<file path="src/rtl/axis_adc_burst.sv">
// Burst / continuous multi-lane SPI ADC capture feeding an AXI4-Stream master
// through a small first-word-fall-through FIFO.
module axis_adc_burst #(
    parameter int NUM_SDI     = 2,
    parameter int DATA_WIDTH  = 32,
    parameter int SCK_DIV     = 1,
    parameter int CONV_CYCLES = 4,
    parameter int BURST_WIDTH = 16,
    parameter int FIFO_DEPTH  = 16
) (
    input  logic                   aclk,
    input  logic                   areset,
    input  logic                   trigger,
    input  logic [BURST_WIDTH-1:0] burst_len,
    input  logic                   stop,
    output logic                   spi_csn,
    output logic                   spi_sck,
    input  logic [NUM_SDI-1:0]     spi_sdi,
    output logic [DATA_WIDTH-1:0]  m_axis_tdata,
    output logic                   m_axis_tvalid,
    input  logic                   m_axis_tready,
    output logic                   m_axis_tlast,
    output logic                   busy,
    output logic                   overflow
);

    localparam int BEATS = DATA_WIDTH / NUM_SDI;
    localparam int BW    = $clog2(BEATS) + 1;
    localparam int CW    = 16;
    localparam int AW    = $clog2(FIFO_DEPTH);

    typedef enum logic [1:0] {S_IDLE, S_CONV, S_SHIFT, S_PUSH} state_t;

    state_t                 r_state, w_next;
    logic [CW-1:0]          r_cnt;
    logic [BW-1:0]          r_beat;
    logic [BURST_WIDTH-1:0] r_remaining;
    logic                   r_cont, r_stop, r_busy, r_csn, r_sck, r_overflow;
    logic [DATA_WIDTH-1:0]  r_shift;

    logic [DATA_WIDTH:0]    r_mem [FIFO_DEPTH];
    logic [AW:0]            r_wr, r_rd;

    logic w_accept, w_conv_done, w_half_done, w_last_beat, w_last;
    logic w_push, w_pop, w_empty, w_full, w_push_ok;
    logic [DATA_WIDTH:0] w_head;

    assign w_accept    = (r_state == S_IDLE) && !r_busy && trigger;
    assign w_conv_done = (r_cnt == CW'(CONV_CYCLES - 1));
    assign w_half_done = (r_cnt == CW'(SCK_DIV - 1));
    assign w_last_beat = (r_beat == BW'(BEATS - 1));
    assign w_last      = r_cont ? r_stop : (r_remaining == BURST_WIDTH'(1));

    assign w_empty   = (r_wr == r_rd);
    assign w_full    = (r_wr[AW] != r_rd[AW]) && (r_wr[AW-1:0] == r_rd[AW-1:0]);
    assign w_pop     = !w_empty && m_axis_tready;
    assign w_push    = (r_state == S_PUSH);
    // a pop in the same cycle frees the slot, so a full FIFO still accepts
    assign w_push_ok = w_push && (!w_full || w_pop);
    assign w_head    = r_mem[r_rd[AW-1:0]];

    assign spi_csn       = r_csn;
    assign spi_sck       = r_sck;
    assign busy          = r_busy;
    assign overflow      = r_overflow;
    assign m_axis_tvalid = !w_empty;
    assign m_axis_tdata  = w_empty ? '0 : w_head[DATA_WIDTH-1:0];
    assign m_axis_tlast  = !w_empty && w_head[DATA_WIDTH];

    // State register
    always_ff @(posedge aclk) begin
        if (areset) r_state <= S_IDLE;
        else        r_state <= w_next;
    end

    // Next-state decode; IDLE spends one cycle with busy set before CONV
    always_comb begin
        w_next = r_state;
        case (r_state)
            S_IDLE:  if (r_busy) w_next = S_CONV;
            S_CONV:  if (w_conv_done) w_next = S_SHIFT;
            S_SHIFT: if (r_sck && w_half_done && w_last_beat) w_next = S_PUSH;
            S_PUSH:  w_next = w_last ? S_IDLE : S_CONV;
            default: w_next = S_IDLE;
        endcase
    end

    // Sequencer datapath: counters, SPI pins, shift register, burst bookkeeping
    always_ff @(posedge aclk) begin
        if (areset) begin
            r_cnt       <= '0;
            r_beat      <= '0;
            r_remaining <= '0;
            r_cont      <= 1'b0;
            r_busy      <= 1'b0;
            r_csn       <= 1'b1;
            r_sck       <= 1'b0;
            r_shift     <= '0;
        end else begin
            case (r_state)
                S_IDLE: begin
                    if (w_accept) begin
                        r_remaining <= burst_len;
                        r_cont      <= (burst_len == '0);
                        r_busy      <= 1'b1;
                        r_cnt       <= '0;
                    end
                end
                S_CONV: begin
                    if (w_conv_done) begin
                        r_cnt  <= '0;
                        r_beat <= '0;
                        r_csn  <= 1'b0;
                        r_sck  <= 1'b0;
                    end else begin
                        r_cnt <= r_cnt + CW'(1);
                    end
                end
                S_SHIFT: begin
                    if (w_half_done) begin
                        r_cnt <= '0;
                        if (!r_sck) begin
                            r_sck   <= 1'b1;
                            r_shift <= (r_shift << NUM_SDI) | DATA_WIDTH'(spi_sdi);
                        end else begin
                            r_sck <= 1'b0;
                            if (w_last_beat) r_csn  <= 1'b1;
                            else             r_beat <= r_beat + BW'(1);
                        end
                    end else begin
                        r_cnt <= r_cnt + CW'(1);
                    end
                end
                S_PUSH: begin
                    r_cnt <= '0;
                    if (!r_cont && (r_remaining > BURST_WIDTH'(1)))
                        r_remaining <= r_remaining - BURST_WIDTH'(1);
                    if (w_last) r_busy <= 1'b0;
                end
                default: ;
            endcase
        end
    end

    // Stop latch, only meaningful for a continuous burst
    always_ff @(posedge aclk) begin
        if (areset || w_accept)           r_stop <= 1'b0;
        else if (r_busy && r_cont && stop) r_stop <= 1'b1;
    end

    // FIFO pointers and sticky overflow flag
    always_ff @(posedge aclk) begin
        if (areset) begin
            r_wr       <= '0;
            r_rd       <= '0;
            r_overflow <= 1'b0;
        end else begin
            if (w_push_ok)           r_wr       <= r_wr + (AW+1)'(1);
            if (w_pop)               r_rd       <= r_rd + (AW+1)'(1);
            if (w_push && !w_push_ok) r_overflow <= 1'b1;
        end
    end

    // FIFO storage: {last, data}
    always_ff @(posedge aclk) begin
        if (w_push_ok) r_mem[r_wr[AW-1:0]] <= {w_last, r_shift};
    end

endmodule

</file>
<file path="config.mk">
export PLATFORM = sky130hd
export DESIGN_NAME = axis_adc_burst
export DESIGN_NICKNAME = d
export VERILOG_FILES = /design/src/rtl/axis_adc_burst.sv
export SDC_FILE = /design/constraint.sdc
export NUM_CORES = 1
export LEC_CHECK = 0
export CAP_MARGIN = 20
export CORE_ASPECT_RATIO = 0.9
export CORE_MARGIN = 2
export CORE_UTILIZATION = 60
export CTS_BUF_LIST = sky130_fd_sc_hd__clkbuf_2
export CTS_CLUSTER_SIZE = 24
export DETAILED_ROUTE_END_ITERATION = 10
export DONT_BUFFER_PORTS = 1
export GPL_TIMING_DRIVEN = 1
export HOLD_SLACK_MARGIN = 0.05
export PLACE_DENSITY = 0.75
export SLEW_MARGIN = 20
export SYNTH_ARGS = -nofsm -noshare
export SYNTH_HDL_FRONTEND = slang
export SYNTH_SLANG_ARGS = --single-unit
</file>
<file path="constraint.sdc">
create_clock -name aclk -period 5.6 [get_ports aclk]
set_input_delay 1.12 -clock aclk [delete_from_list [all_inputs] [get_ports aclk]]
set_output_delay 1.12 -clock aclk [all_outputs]
set_load 0.02 [all_outputs]
</file>
==> results.py <==
metrics = {
    "run_status": {
        "status": "complete, no violations",
    },
    "sta": {
        "unrepaired_setup_endpoints_after_global_routing": "false",
        "timing.setup.tns_ps": 0,
        "final_hold_viol_count": 0,
        "clock-skew-final_ps": 75.2,
        "worst_slew_margin_relative_to_its_limit_pct": 27.0,
        "final-max-slew-violation-count": 0,
        "report.final.setup_viol": 0,
        "timing.fmax_mhz": 209,
        "hold_ws_ps": 163,
        "final.period_utilization_pct": 85.3,
        "min_period_ps": 4780,
        "worst_slew_pin_slew_ps": 1090,
    },
    "cells_and_area": {
        "final_net_count": 1475,
        "final_layout_size_suffix_gt1_share_pct": 30.3,
        "syn_to_final_growth_pct": 8.48,
        "layout.cells.most_common": "edfxtp_1",
        "final_cell_mix": "528 x edfxtp_1, 229 x clkbuf_2, 165 x mux4_2, 90 x nand2_1, 87 x dfxtp_1",
        "final_cells": 2094,
    },
    "floorplanning": {
        "design.portCount": 61,
        "die_height_um": 196,
        "initial_utilization_pct": 60.6,
        "floorplan.die.width_um": 217,
        "die-area_um2": 42500,
        "std_cell_rows": 70,
        "coreArea_um2": 40500,
    },
    "drt": {
        "ant_nets": 0,
        "avgViaCountPerCell": 6.13,
        "drc": 0,
        "detail_route.iter0.violations": 1330,
        "vias": 12800,
        "first_pass_iters": 5,
        "drt-total-wl_um": 51000,
        "route.detailed.wl_per_inst_um": 24.3,
    },
    "worst_setup_path": {
        "timing.critical_path.arrival_ps": 3660,
        "timing_worst_setup_path_type": "reg2out",
        "critical_path_sink_type": "output port",
        "cp_slowest_stage_delay_ps": 790,
        "worstSetupStartpointType": "flip-flop",
        "cp_slowest_cell": "dfxtp_4",
        "crit_path_max_fo": 33,
        "cp_cell_sequence": "buf_4 > mux4_2 > mux4_2 > and2_1",
        "cp_data_required_time_ps": 4480,
        "critPathMostFrequentCell": "mux4_2",
    },
    "grt": {
        "grt_first_pass_wirelength_um": 76400,
        "gr-max-usage-layer": "met2",
        "met2_usage_pct": 38.4,
        "grt_start_max_net_pins": 74,
        "initial_antenna_violation_count": 1,
        "grt_pass1_vias": 13200,
        "grt_remaining_overflow": 0,
        "met1_usage_pct": 33.7,
        "global_route.usage.met3_pct": 6.37,
        "grt_usage_pct": 24.5,
    },
    "power": {
        "comb_power_share_pct": 9.4,
        "power_density_nw_per_um2": 334,
        "pwr-share-seq_pct": 57.3,
        "pwr-share-clk_pct": 33.3,
        "swShare_pct": 26.2,
        "intPower_w": 0.00655,
        "ir_worst_vdd_mv": 0.208,
        "cellLeakagePower_nw": 8.61,
        "netSwitchingPower_w": 0.00233,
    },
    "clock_tree": {
        "cts_buffers": 148,
        "clock_tree_from_tritoncts": "done",
        "clock_tree.htree_level_count": 4,
        "clk_latency_ps": 1060,
        "ctsLongestPathBuffers": 3,
        "clockRootBuffer": "clkbuf_2",
        "cts_sinks": 619,
        "clk_pin_slew_ps": 100,
        "postCtsSetupRepairBufs": 0,
    },
    "synthesis": {
        "post_synth_design_cell_area_um2": 24500,
        "synth_cells": 1325,
        "yosys_warnings": 0,
        "synth_seq_area_share_pct": 72.0,
        "ys_ff_latch": 619,
        "synth.distinct_cells": 64,
        "synth-edff-count": 528,
        "synth_top_flop_cell": "edfxtp_1",
        "synthesis.area_per_instance_um2": 18.5,
        "synth_async_sr_flop_share_pct": 0,
        "mappedNetlistNets": 1363,
    },
    "placement": {
        "io_buffer_count": 0,
        "dp.cells": 1822,
        "dp_hpwl_um": 26300,
        "gp_routability_congestion": 0.791,
    },
    "worst_hold_path": {
        "worst_hold_path_type": "in2reg",
    },
    "job": {
        "maxCapViolations": 0,
    },
}
stage by stage:
stage / instance area [um2] / utilization [%] / setup WS, ps / power [W]
final: 26600 / 65.8 / 823 / 0.00888
after detailed placement: 25200 / 62.2 / 1780 / 0.00601
after global routing: 26600 / 65.8 / 465 / 0.00927
after CTS: 26600 / 65.7 / 647 / 0.00894
after floorplan: 24500 / - / 1330 / 0.00584
after global placement: 25200 / 62.2 / 1790 / 0.00600
registers in the layout (all words and copies together) (netlist names), named ones only:
register	count
busy	1
overflow	1
r_beat	5
r_cnt	16
r_cont	1
r_mem	528
r_rd	5
r_remaining	16
r_shift	32
r_state	2
r_stop	1
r_wr	5
spi_csn	1
spi_sck	1
cell families (layout without fill, tap and decap cells):
kind of cell,count (synthesis),after routing,synth area share [%]
flip-flops,619,619,72.0
adder cells (fa/ha/maj),15,15,0.765
AND/OR/NAND/NOR,282,282,5.97
AO/OA/AOI/OAI,120,120,3.01
XOR/XNOR,27,27,0.964
buffers and inverters,87,315,1.67
other,0,1,0
multiplexers,175,175,15.6
cell usage after synthesis (all sizes together), types with 2 or more instances:
cell type	n	share of area, %
nor2	49	0.75
inv	17	0.26
a21boi	3	0.092
nand3	16	0.33
xnor2	9	0.32
and3	19	0.48
a211o	3	0.11
edfxtp	528	65
a2111oi	3	0.13
mux4	165	15
dfxtp	91	7.4
nand2	91	1.4
and2	36	0.92
nor3b	2	0.061
nand4	12	0.31
buf	31	0.81
nand4b	3	0.11
nor2b	6	0.15
xor2	18	0.64
o31ai	2	0.082
nand2b	15	0.38
o2bb2ai	3	0.11
mux2i	7	0.29
a31oi	4	0.10
or3	2	0.071
o32ai	5	0.18
and4	4	0.14
o21ai	14	0.29
nor4	11	0.44
nor3	9	0.18
ha	15	0.76
clkbuf	39	0.60
mux2	3	0.14
a21oi	64	1.3
a211oi	7	0.21
path summary, 6_finish.rpt:
kind	start	cells after the start	slack [ps]	to
max	flip-flop	4	820	m_axis_tdata[27]
min	areset	1	160	r_beat[1]$_SDFFE_PP0P_
max reg2reg	r_state[1]$_SDFFE_PP0P_	6	1800	r_mem[4][23]$_DFFE_PP_
min reg2reg	r_beat[4]$_SDFFE_PP0P_	2	460	r_beat[4]$_SDFFE_PP0P_
critical path: cells and delay by family (launching register included):
kind,cells,cell delay (ps)
AND/OR/NAND/NOR,1,250
flip-flops,1,790
multiplexers,2,1070
buffers and inverters,1,510
power by group through the flow:
stage	sequential, W	clock (W)	combinational, W
detailed placement	0.00519	0	0.000821
CTS	0.00509	0.00302	0.000828
floorplan	0.00516	0	0.000680
global route	0.00510	0.00324	0.000922
global placement	0.00519	0	0.000809
finish	0.00509	0.00296	0.000839
cell type report:
| class | count | area [um2] |
|---|---|---|
| diodes | 1 | 2.50 |
| clock buffers | 229 | 1150 |
| clock inverters | 37 | 244 |
| fillers | 2807 | 13800 |
| inverters | 17 | 63.8 |
| multi-input cells | 619 | 6510 |
| flip-flops and latches | 619 | 17700 |
| well taps | 540 | 676 |
| repair buffers | 32 | 290 |
per-layer routing:
metal	vias to the layer above	part of all wire (%)
li1	5630	-
met1	6526	40
met2	598	49
met3	86	9.0
met4	0	2.2
met5	-	0
what timing repair did:
action	CTS	global route
endpoints found under the hold margin	14	13
hold buffers	2	3
gates resized for setup	0	0
Power figures use the tool's default switching activity.
